[src/rtl/fnv_pkg.sv]
// Shared types and constants for the FNV-1a I2C hash controller.
package fnv_pkg;

  typedef enum logic [2:0] {
    S_IDLE,
    S_ADDR,
    S_CMD,
    S_DATA,
    S_READ,
    S_IGNORE
  } state_t;

  localparam logic [31:0] FNV_PRIME_32  = 32'h01000193;
  localparam logic [31:0] FNV_OFFSET_32 = 32'h811C9DC5;
  localparam logic [7:0]  CMD_RESET     = 8'h01;
  localparam logic [7:0]  CMD_HASH      = 8'h02;
  localparam logic [7:0]  IDLE_TX_BYTE  = 8'hFF;

  // Digest byte for read-back, MSB first; past the last byte the bus idles high.
  function automatic logic [7:0] digest_byte(input logic [31:0] digest,
                                             input logic [2:0]  idx);
    logic [7:0] b;
    case (idx)
      3'd0:    b = digest[31:24];
      3'd1:    b = digest[23:16];
      3'd2:    b = digest[15:8];
      3'd3:    b = digest[7:0];
      default: b = IDLE_TX_BYTE;
    endcase
    return b;
  endfunction

endpackage

[src/rtl/fnv1a_step.sv]
// One FNV-1a round, (h ^ b) * 0x01000193, as a shift-add over the prime's set
// bits 0,1,4,7,8,24: one partial product per cycle, result on the done cycle.
module fnv1a_step
  import fnv_pkg::*;
(
  input  logic        clk,
  input  logic        rst_n,
  input  logic        start,
  input  logic [7:0]  byte_in,
  input  logic [31:0] hash_in,
  output logic        busy,
  output logic        done,
  output logic [31:0] hash_out
);

  logic [31:0] x_q;
  logic [31:0] acc_q;
  logic [31:0] term;
  logic [31:0] sum;
  logic [2:0]  phase_q;
  logic        run_q;

  // Partial product for the current phase; bit 0 of the prime is the initial acc.
  always_comb begin
    term = '0;
    case (phase_q)
      3'd1:    term = x_q << 1;
      3'd2:    term = x_q << 4;
      3'd3:    term = x_q << 7;
      3'd4:    term = x_q << 8;
      3'd5:    term = x_q << 24;
      default: term = '0;
    endcase
  end

  assign sum      = acc_q + term;
  assign busy     = run_q;
  assign done     = run_q && (phase_q == 3'd5);
  // The final add is folded into the output so the caller commits on the done edge.
  assign hash_out = sum;

  // Load x on start, then accumulate one shifted term per cycle through phase 5.
  always_ff @(posedge clk or negedge rst_n) begin
    if (!rst_n) begin
      x_q     <= '0;
      acc_q   <= '0;
      phase_q <= '0;
      run_q   <= 1'b0;
    end else if (run_q) begin
      acc_q <= sum;
      if (phase_q == 3'd5) begin
        run_q   <= 1'b0;
        phase_q <= '0;
      end else begin
        phase_q <= phase_q + 3'd1;
      end
    end else if (start) begin
      x_q     <= hash_in ^ {24'h0, byte_in};
      acc_q   <= hash_in ^ {24'h0, byte_in};
      phase_q <= 3'd1;
      run_q   <= 1'b1;
    end
  end

endmodule

[src/rtl/fnv_hash_controller.sv]
// I2C transaction controller around the FNV-1a step: address/command decode,
// per-byte hash sequencing, byte counter and MSB-first digest read-back.
module fnv_hash_controller
  import fnv_pkg::*;
#(
  parameter logic [6:0]  DEV_ADDR     = 7'h2A,
  parameter logic [31:0] OFFSET_BASIS = FNV_OFFSET_32,
  parameter int unsigned CNT_W        = 16
) (
  input  logic             clk,
  input  logic             rst_n,
  input  logic             evt_start,
  input  logic             evt_stop,
  input  logic             rx_valid,
  input  logic [7:0]       rx_data,
  output logic             rx_ready,
  output logic             rx_ack,
  input  logic             tx_req,
  output logic             tx_valid,
  output logic [7:0]       tx_data,
  output logic             busy,
  output logic             selected,
  output logic [CNT_W-1:0] byte_count,
  output logic [31:0]      hash_out
);

  state_t      state_q;
  state_t      state_d;
  logic        accept;
  logic        addr_match;
  logic        cmd_valid;
  logic        read_addr;
  logic        step_start;
  logic        step_busy;
  logic        step_done;
  logic [31:0] step_hash;
  logic [31:0] snap_q;
  logic [2:0]  idx_q;
  logic        snap_pend_q;
  logic        req_held_q;

  assign addr_match = (rx_data[7:1] == DEV_ADDR);
  assign cmd_valid  = (rx_data == CMD_RESET) || (rx_data == CMD_HASH);
  assign read_addr  = accept && (state_q == S_ADDR) && addr_match && rx_data[0];
  // Busy covers the accept cycle as well as the five accumulate cycles.
  assign busy       = step_busy | step_start;

  // State register.
  always_ff @(posedge clk or negedge rst_n) begin
    if (!rst_n) state_q <= S_IDLE;
    else        state_q <= state_d;
  end

  // Next state, byte handshake and step launch; bus events override any byte.
  always_comb begin
    state_d  = state_q;
    rx_ready = 1'b0;
    case (state_q)
      S_ADDR, S_CMD, S_IGNORE: rx_ready = 1'b1;
      S_DATA:                  rx_ready = !step_busy;
      default:                 rx_ready = 1'b0;
    endcase
    if (evt_start || evt_stop) rx_ready = 1'b0;
    accept     = rx_valid && rx_ready;
    step_start = accept && (state_q == S_DATA);
    if (accept) begin
      case (state_q)
        S_ADDR: begin
          if (!addr_match)     state_d = S_IGNORE;
          else if (rx_data[0]) state_d = S_READ;
          else                 state_d = S_CMD;
        end
        S_CMD:   state_d = cmd_valid ? S_DATA : S_IGNORE;
        default: state_d = state_q;
      endcase
    end
    if (evt_start) state_d = S_ADDR;
    if (evt_stop)  state_d = S_IDLE;
  end

  fnv1a_step u_step (
    .clk      (clk),
    .rst_n    (rst_n),
    .start    (step_start),
    .byte_in  (rx_data),
    .hash_in  (hash_out),
    .busy     (step_busy),
    .done     (step_done),
    .hash_out (step_hash)
  );

  // ACK level for the last accepted byte and the addressed-device flag.
  always_ff @(posedge clk or negedge rst_n) begin
    if (!rst_n) begin
      rx_ack   <= 1'b0;
      selected <= 1'b0;
    end else begin
      if (evt_start || evt_stop)
        selected <= 1'b0;
      else if (accept && (state_q == S_ADDR) && addr_match)
        selected <= 1'b1;
      if (accept) begin
        case (state_q)
          S_ADDR:  rx_ack <= addr_match;
          S_CMD:   rx_ack <= cmd_valid;
          S_DATA:  rx_ack <= 1'b1;
          default: rx_ack <= 1'b0;
        endcase
      end
    end
  end

  // Committed hash and saturating byte counter; RESET command takes priority.
  always_ff @(posedge clk or negedge rst_n) begin
    if (!rst_n) begin
      hash_out   <= OFFSET_BASIS;
      byte_count <= '0;
    end else if (accept && (state_q == S_CMD) && (rx_data == CMD_RESET)) begin
      hash_out   <= OFFSET_BASIS;
      byte_count <= '0;
    end else if (step_done) begin
      hash_out <= step_hash;
      if (byte_count != '1) byte_count <= byte_count + 1'b1;
    end
  end

  // Snapshot and read-back; a read addressed mid-step snapshots at the commit
  // and any tx_req seen before then is held and answered afterwards.
  always_ff @(posedge clk or negedge rst_n) begin
    if (!rst_n) begin
      snap_q      <= OFFSET_BASIS;
      idx_q       <= '0;
      snap_pend_q <= 1'b0;
      req_held_q  <= 1'b0;
      tx_valid    <= 1'b0;
      tx_data     <= IDLE_TX_BYTE;
    end else begin
      tx_valid <= 1'b0;
      if (evt_start || evt_stop) begin
        snap_pend_q <= 1'b0;
        req_held_q  <= 1'b0;
      end else if (read_addr) begin
        idx_q      <= '0;
        req_held_q <= 1'b0;
        if (step_done) begin
          snap_q      <= step_hash;
          snap_pend_q <= 1'b0;
        end else if (step_busy) begin
          snap_pend_q <= 1'b1;
        end else begin
          snap_q      <= hash_out;
          snap_pend_q <= 1'b0;
        end
      end else begin
        if (snap_pend_q && step_done) begin
          snap_q      <= step_hash;
          snap_pend_q <= 1'b0;
        end
        if (state_q == S_READ) begin
          if ((tx_req || req_held_q) && !snap_pend_q) begin
            tx_valid   <= 1'b1;
            tx_data    <= digest_byte(snap_q, idx_q);
            idx_q      <= (idx_q == 3'd4) ? 3'd4 : idx_q + 3'd1;
            req_held_q <= 1'b0;
          end else if (tx_req) begin
            req_held_q <= 1'b1;
          end
        end
      end
    end
  end

endmodule

[config.mk]
export PLATFORM = sky130hd
export DESIGN_NAME = fnv_hash_controller
export DESIGN_NICKNAME = d
export VERILOG_FILES = /design/src/rtl/fnv_pkg.sv /design/src/rtl/fnv1a_step.sv /design/src/rtl/fnv_hash_controller.sv
export SDC_FILE = /design/constraint.sdc
export NUM_CORES = 1
export LEC_CHECK = 0
export CAP_MARGIN = 20
export CORE_ASPECT_RATIO = 0.8
export CORE_MARGIN = 2
export CORE_UTILIZATION = 50
export CTS_CLUSTER_SIZE = 28
export DETAILED_ROUTE_END_ITERATION = 6
export PLACE_DENSITY_LB_ADDON = 0.25
export SYNTH_ARGS = -nofsm -noshare
export SYNTH_HDL_FRONTEND = slang
export SYNTH_HIERARCHICAL = 1
export SYNTH_SLANG_ARGS = --single-unit
export TNS_END_PERCENT = 50
[constraint.sdc]
create_clock -name clk -period 7.3 [get_ports clk]
set_input_delay 0.73 -clock clk [delete_from_list [all_inputs] [get_ports clk]]
set_output_delay 0.73 -clock clk [all_outputs]
set_load 0.02 [all_outputs]
==> flow_metrics.tcl, run 1 <==
set metrics [dict create \
    run_status "finished, final reports clean" \
    synth.net_count 1089 \
    synth_top_area_frac 0.3071 \
    grt_pass1_vias 7814 \
    setup-tns-final_ns 0 \
    wl_met2_um 12140 \
    initial_utilization 0.5103 \
    first_pass_iters 6 \
    r2r-start "u_step/phase_q[1]$_DFFE_PN0P_" \
    drt-initial-drc-count 848 \
    die_width_um 166.7 \
    cp_data_arrival_time_ns 4.73 \
    syn-instance-count 1037 \
    fmax_mhz 226.5 \
    regToRegSetupSlack_ns 2.88 \
    worst_setup_path_end_kind "register" \
    topRoutingLayerUsed "met4" \
    cts_hold_buffers 0 \
    setup_viol 0 \
    cpPeakStageDelay_ns 0.85 \
    grt_max_degree 99 \
    crit_slowest_cell "nor3b_2" \
    synth_edf_count 0 \
    ys.flop_type "dfrtp_1" \
    post_drt_wl_per_cell_um 21.18 \
    skew_ns 0.01382 \
    tightest_slew_ns 1.083 \
    hp-class "in2async" \
    worstSetupPathType "reg2reg" \
    yosys_register_bits 166 \
    drive_gt1_frac 0.1893 \
    postLayoutCoreUtil 0.5810 \
    cts_resized 0 \
    die_h_um 134.2 \
    io_buffer_count 74 \
    place.gp.congestion 0.9536 \
    rsz0062_at_grt "false" \
    met3_length_um 2243 \
    max-slew-margin-rel 0.2722 \
    ios 75 \
    numCtsBuffers 17 \
    finalNonFillerCells 1358 \
    syn_area_per_cell_sq_um 10.21 \
    hpwlAfterDp_um 20650 \
    grt_overflow_total 0 \
    cts_tree "done" \
    reg2reg_to "snap_q[26]$_DFFE_PN0P_" \
    rows 47 \
    path_cells "nor3b_2, buf_4, a22oi_1, nand2_1, ha_1, and4_4, and3_4, nand4_1, o2111ai_2, a211o_1, or3_1, and2_1, mux2_4, mux2_4" \
    viasPerCell 6.102 \
    core_area_sq_mm 0.02076 \
    placed_cells 1324 \
    slew_viol_final 0 \
    grt.total_usage 0.2631 \
    syn_area_sq_mm 0.01059 \
    fin_crit_sh 0.6048 \
    yosysSeqAreaShare 0.3964 \
    path_common_cell "mux2_4" \
    h-tree-depth 4 \
    cts.reportedPaths.clkPinSlew_ns 0.07 \
    yosys.area.top_type "dfrtp_1" \
    cts.sinks 166 \
    grt_pass1_wl_um 45960 \
    drv_cap 0 \
    required_ns 7.61 \
    clockBufferDepth 2 \
    hold_violations 0 \
    ant_nets 0 \
    dieArea_sq_mm 0.02237 \
    post_cts_buffers 0 \
    synth_warnings 6 \
    timing.hold.ws_ns 0.3734 \
    cts_root_buf "clkbuf_16" \
    drc 0 \
    antenna_found_initial 1 \
    wl_um 28770 \
    yosys-top-cells-area "dfrtp_1, dfstp_2, mux2_4" \
    cp_max_fo 15 \
    nets 1127 \
    yosysUniqueCellTypes 78 \
    fin_crit_ns 4.415 \
    critPathLaunchType "register" \
    r2r_cells 14 \
    syn2layout_area_growth_pct 13.87 \
    wl_met1_um 14100 \
    num_vias 8286 \
    leakage_nw 5.246 \
    irDropWorstVdd_mv 0.1695 \
    p_per_area_mw_per_mm2 178.6 \
    async_flop_share 1.000 \
    insertion_delay_ns 0.43 \
]
cell type report:
class                           instances  area, sq um
Clock inverter                         10        168.9
Fill cell                            1751         8697
Clock buffer                           22        474.2
Inverter                               19        71.32
Multi-Input combinational cell        787         5987
Timing Repair Buffer                   84        820.8
Antenna cell                            1        2.502
Sequential cell                       166         4200
Tap cell                              269        336.6
per-stage QoR:
| stage | setup slack, ns | cell area [sq um] | power (mW) |
|---|---|---|---|
| 6_report | 2.885 | 12060 | 2.154 |
| 5_1_grt | 2.629 | 12060 | 2.235 |
| 4_1_cts | 2.912 | 12050 | 2.165 |
| 3_5_place_dp | 2.917 | 11400 | 1.174 |
| 3_3_place_gp | 2.992 | 11400 | 1.172 |
| 2_1_floorplan | 3.337 | 10590 | 1.105 |
cells in the final DEF, fill, tap and decap left out, types with 36 or more instances in the layout:
| cell type | instances |
|---|---|
| dfrtp_1 | 129 |
| nor2_1 | 98 |
| nand2_1 | 91 |
| clkdlybuf4s50_1 | 73 |
| mux2i_1 | 60 |
| mux2_4 | 60 |
| a21oi_1 | 54 |
| o21ai_0 | 50 |
| ha_1 | 37 |
| a22oi_1 | 37 |
| xnor2_1 | 36 |
| dfstp_2 | 36 |
flip-flops by register name, summed over array words and instances, names as in the netlist:
register and count:
tx_valid 1, state_q 3, u_step/acc_q 32, idx_q 3
tx_data 8, u_step/busy 1, req_held_q 1, snap_q 32
hash_out 32, u_step/x_q 31, byte_count 16, selected 1
rx_ack 1, u_step/phase_q 3, snap_pend_q 1
critical path: cells and delay by family (launching register included):
kind	cells	cell delay, ns
simple gates	7	2.01
flops	1	0.50
fa+ha+maj	1	0.30
mux	2	0.50
buf+inv	1	0.34
compound gates	3	0.64
power breakdown:
part	leakage (nW)	internal, mW	switching, mW
Clock	0.304	0.604	0.387
Sequential	1.95	0.942	0.0210
Combinational	3.00	0.0802	0.120
worst max path at each step:
stage                                  start                endpoint  cells past startpoint
3_3_place_gp   u_step/phase_q[2]$_DFFE_PN0P_  snap_q[27]$_DFFE_PN0P_                     13
4_1_cts        u_step/phase_q[2]$_DFFE_PN0P_  snap_q[26]$_DFFE_PN0P_                     14
5_1_grt        u_step/phase_q[2]$_DFFE_PN0P_  snap_q[27]$_DFFE_PN0P_                     13
6_report       u_step/phase_q[1]$_DFFE_PN0P_  snap_q[26]$_DFFE_PN0P_                     14
3_5_place_dp   u_step/phase_q[2]$_DFFE_PN0P_  snap_q[26]$_DFFE_PN0P_                     14
2_1_floorplan  u_step/phase_q[2]$_DFFE_PN0P_  snap_q[26]$_DFFE_PN0P_                     17
cell families (layout without fill, tap and decap cells):
group                      after synthesis  after routing  synth area share
AOI/OAI and AO/OA                      250            250            0.1622
xor gates and xnor gates                54             54           0.04465
and+or+nand+nor                        291            291            0.1325
DFF                                    166            166            0.3964
buffers and inverters                   84            135           0.04051
muxes                                  154            154            0.1781
adders and majority gates               38             38           0.04559
other                                    0              1                 0
per-layer routing:
layer  vias to the layer above  GRT usage
met4                         0    0.04981
met2                       316     0.3770
li1                       3856          -
met5                         -          0
met3                        22    0.06226
met1                      4092     0.4058
cell usage after synthesis (19+ instances only):
master    instances
nand2_1          91
a21oi_1          54
mux2i_1          60
xnor2_1          36
nor2_1           98
inv_1            19
clkbuf_1         40
dfrtp_1         130
a22oi_1          37
mux2_4           60
mux2_2           33
ha_1             37
a21o_1           20
dfstp_2          36
o21ai_0          50
Note: power is estimated with default switching activity, not from simulation.
==> run 2: changes to the inputs <==
Clock period 7.3 ns to 3.6 ns, I/O delays scaled along.
==> run 2 against run 1 <==
Net effect: die area unchanged; critical endpoint unchanged; sequential power rose by 100%; critical path depth rose by 1; via count rose by 3.9%.
==> flow_metrics.tcl, run 2 (synthesis results as in run 1) <==
set metrics [dict create \
    run_status "finished, final reports clean" \
    r2r-start "u_step/phase_q[0]$_DFFE_PN0P_" \
    postLayoutCellArea_sq_mm 0.01290 \
    regToRegSetupSlack_ns 0.06 \
    antenna_found_initial 0 \
    busiest_layer "met1" \
    cts_root_buf "clkbuf_16" \
    numCtsBuffers 17 \
    drv_cap 0 \
    drt-initial-drc-count 911 \
    finalNonFillerCells 1433 \
    insertion_delay_ns 0.43 \
    required_ns 3.91 \
    seq_area_sq_mm 0.004200 \
    grt_util_met2 0.3999 \
    skew_ns 0.01481 \
    wl_um 30360 \
    num_vias 8612 \
    slew_viol_final 0 \
    grt_overflow_total 0 \
    multi_input_area_sq_mm 0.006177 \
    ant_nets 0 \
    dieArea_sq_mm 0.02237 \
    worstSetupPathType "reg2reg" \
    grt_pass1_vias 8098 \
    tightest_slew_ns 0.8400 \
    path_delay_family "simple AND/OR/NAND/NOR gates" \
    placed_cells 1397 \
    path_cells "buf_4, nor3b_4, buf_12, a22oi_1, nand2_1, ha_4, and4_4, and3_4, nand4_1, o2111ai_2, a211o_1, or3_1, and2_1, mux2_4, mux2_4" \
    place.gp.congestion 0.9762 \
    use_met3 0.06374 \
    layout_commonest_cell "dfrtp_1" \
    r2r_cells 15 \
    cp_max_fo 15 \
    fin_crit_sh 0.9838 \
    syn2layout_area_growth_pct 21.77 \
    h-tree-depth 4 \
    crit_buf_inv 2 \
    met1_usage 0.4082 \
    die_width_um 166.7 \
    setup_viol 0 \
    p_switching_mw 1.137 \
    reg.largest.list "hash_out x32, snap_q x32, u_step/acc_q x32" \
    irDropWorstVdd_mv 0.3734 \
    max-slew-margin-rel 0.4386 \
    first_pass_iters 6 \
    rows 47 \
    nets 1203 \
    worst_setup_path_end_kind "register" \
    crit_slowest_cell "dfrtp_1" \
    pre_cts_slack_ns -0.1344 \
    dpl-instance-area_sq_mm 0.01213 \
    p_per_area_mw_per_mm2 342.3 \
    fin_crit_ns 3.542 \
    rsz0062_at_grt "true" \
    num_antenna_cells 0 \
    critPathLaunchType "register" \
    p_sw_frac 0.2574 \
    die_h_um 134.2 \
    final_cell_mix "dfrtp_1, nor2_1, nand2_1" \
    final.fill_count 1696 \
    hold_violations 0 \
    cts.sinks 166 \
    power_frac_seq 0.442 \
    fmax_mhz 282.3 \
    post_drt_wl_per_cell_um 21.19 \
    grt_pass1_wl_um 47000 \
    leakage_nw 5.655 \
    setup_slack_ns 0.05825 \
    viasPerCell 6.010 \
    hp-class "in2async" \
    drc 0 \
    hpwlAfterDp_um 21750 \
    io_buffer_count 74 \
    cp_data_arrival_time_ns 3.85 \
    pwr-share-clk 0.441 \
    clockBufferDepth 2 \
    p_comb_frac 0.117 \
    path_depth 15 \
    cts_tree "done" \
    initial_utilization 0.5103 \
    grt.total_usage 0.2704 \
    cpPeakStageDelay_ns 0.40 \
    path_common_cell "mux2_4" \
    cts.reportedPaths.clkPinSlew_ns 0.07 \
    core_area_sq_mm 0.02076 \
    grt_max_degree 94 \
    reg2reg_to "snap_q[26]$_DFFE_PN0P_" \
    ios 75 \
    p_int_mw 3.279 \
    drive_gt1_frac 0.2637 \
]
[run 2: changes by cell type in the layout (fill, tap and decap cells not counted), sizes merged]
cell         delta
buf            +75
bufinv          -1
clkbuf          -2
clkinv          +2
clkinvlp        -3
diode           -1
dlygate4sd3     +1
inv             +4
[run 2: worst max-delay path by stage]
stage	startpoint	slack, ns	endpoint
2_1_floorplan	u_step/phase_q[0]$_DFFE_PN0P_	-0.08	snap_q[26]$_DFFE_PN0P_
3_3_place_gp	u_step/phase_q[1]$_DFFE_PN0P_	-0.15	snap_q[21]$_DFFE_PN0P_
3_5_place_dp	u_step/phase_q[1]$_DFFE_PN0P_	-0.13	snap_q[21]$_DFFE_PN0P_
4_1_cts	u_step/phase_q[1]$_DFFE_PN0P_	0.01	snap_q[31]$_DFFE_PN1P_
5_1_grt	u_step/phase_q[1]$_DFFE_PN0P_	-0.11	snap_q[30]$_DFFE_PN0P_
6_report	u_step/phase_q[0]$_DFFE_PN0P_	0.06	snap_q[26]$_DFFE_PN0P_
[run 2: area by class of cell]
class                   count  area share
repair buffers            160      0.1165
clock inverters            12     0.01271
multi-input cells         787      0.4789
flip-flops and latches    166      0.3256
well taps                 269     0.02609
clock buffers              20     0.03463
inverters                  19    0.005529
[run 2: worst register-to-register path, delay by kind of cell (launching register included)]
kind / cells / cell delay [ns]
buf+inv: 2 / 0.34
flops: 1 / 0.40
compound gates: 3 / 0.57
simple gates: 7 / 1.38
mux: 2 / 0.50
fa+ha+maj: 1 / 0.22
[run 2: metal layers]
layer	vias to the layer above	wire length [um]
met5	-	0
li1	4017	-
met4	0	332
met1	4263	14770
met3	25	2171
met2	307	13090
[run 2: power by group through the flow]
stage	combinational, mW	clock, mW	sequential [mW]
2_1_floorplan	0.281	0	1.97
3_3_place_gp	0.494	0	1.98
3_5_place_dp	0.499	0	1.98
4_1_cts	0.504	1.97	1.95
5_1_grt	0.564	2.06	1.96
6_report	0.518	1.95	1.95
[run 2: repair_timing]
action,CTS,global route
gates resized for setup,3,24
hold buffers,1,0
pin swaps,0,9
endpoints found under the setup margin,3,20
hold endpoints to repair,15,0
buffers inserted,0,3
[run 2: stage by stage]
step | hold WS [ns] | utilization | total power [mW] | TNS (ns)
6_report | 0.3828 | 0.6214 | 4.416 | 0
5_1_grt | 0.3911 | 0.6214 | 4.577 | -0.2466
4_1_cts | 0.3864 | 0.6145 | 4.420 | 0
3_5_place_dp | 0.2748 | 0.5843 | 2.483 | -0.1539
3_3_place_gp | 0.2688 | 0.5843 | 2.476 | -0.1460
2_1_floorplan | 0.06441 | - | 2.254 | -0.08253
==> run 3: changes to the inputs <==
Settings changed: HOLD_SLACK_MARGIN set to 0.02.
==> results of run 3 <==
Final layout, timing and power as in run 2 (identical DEF).
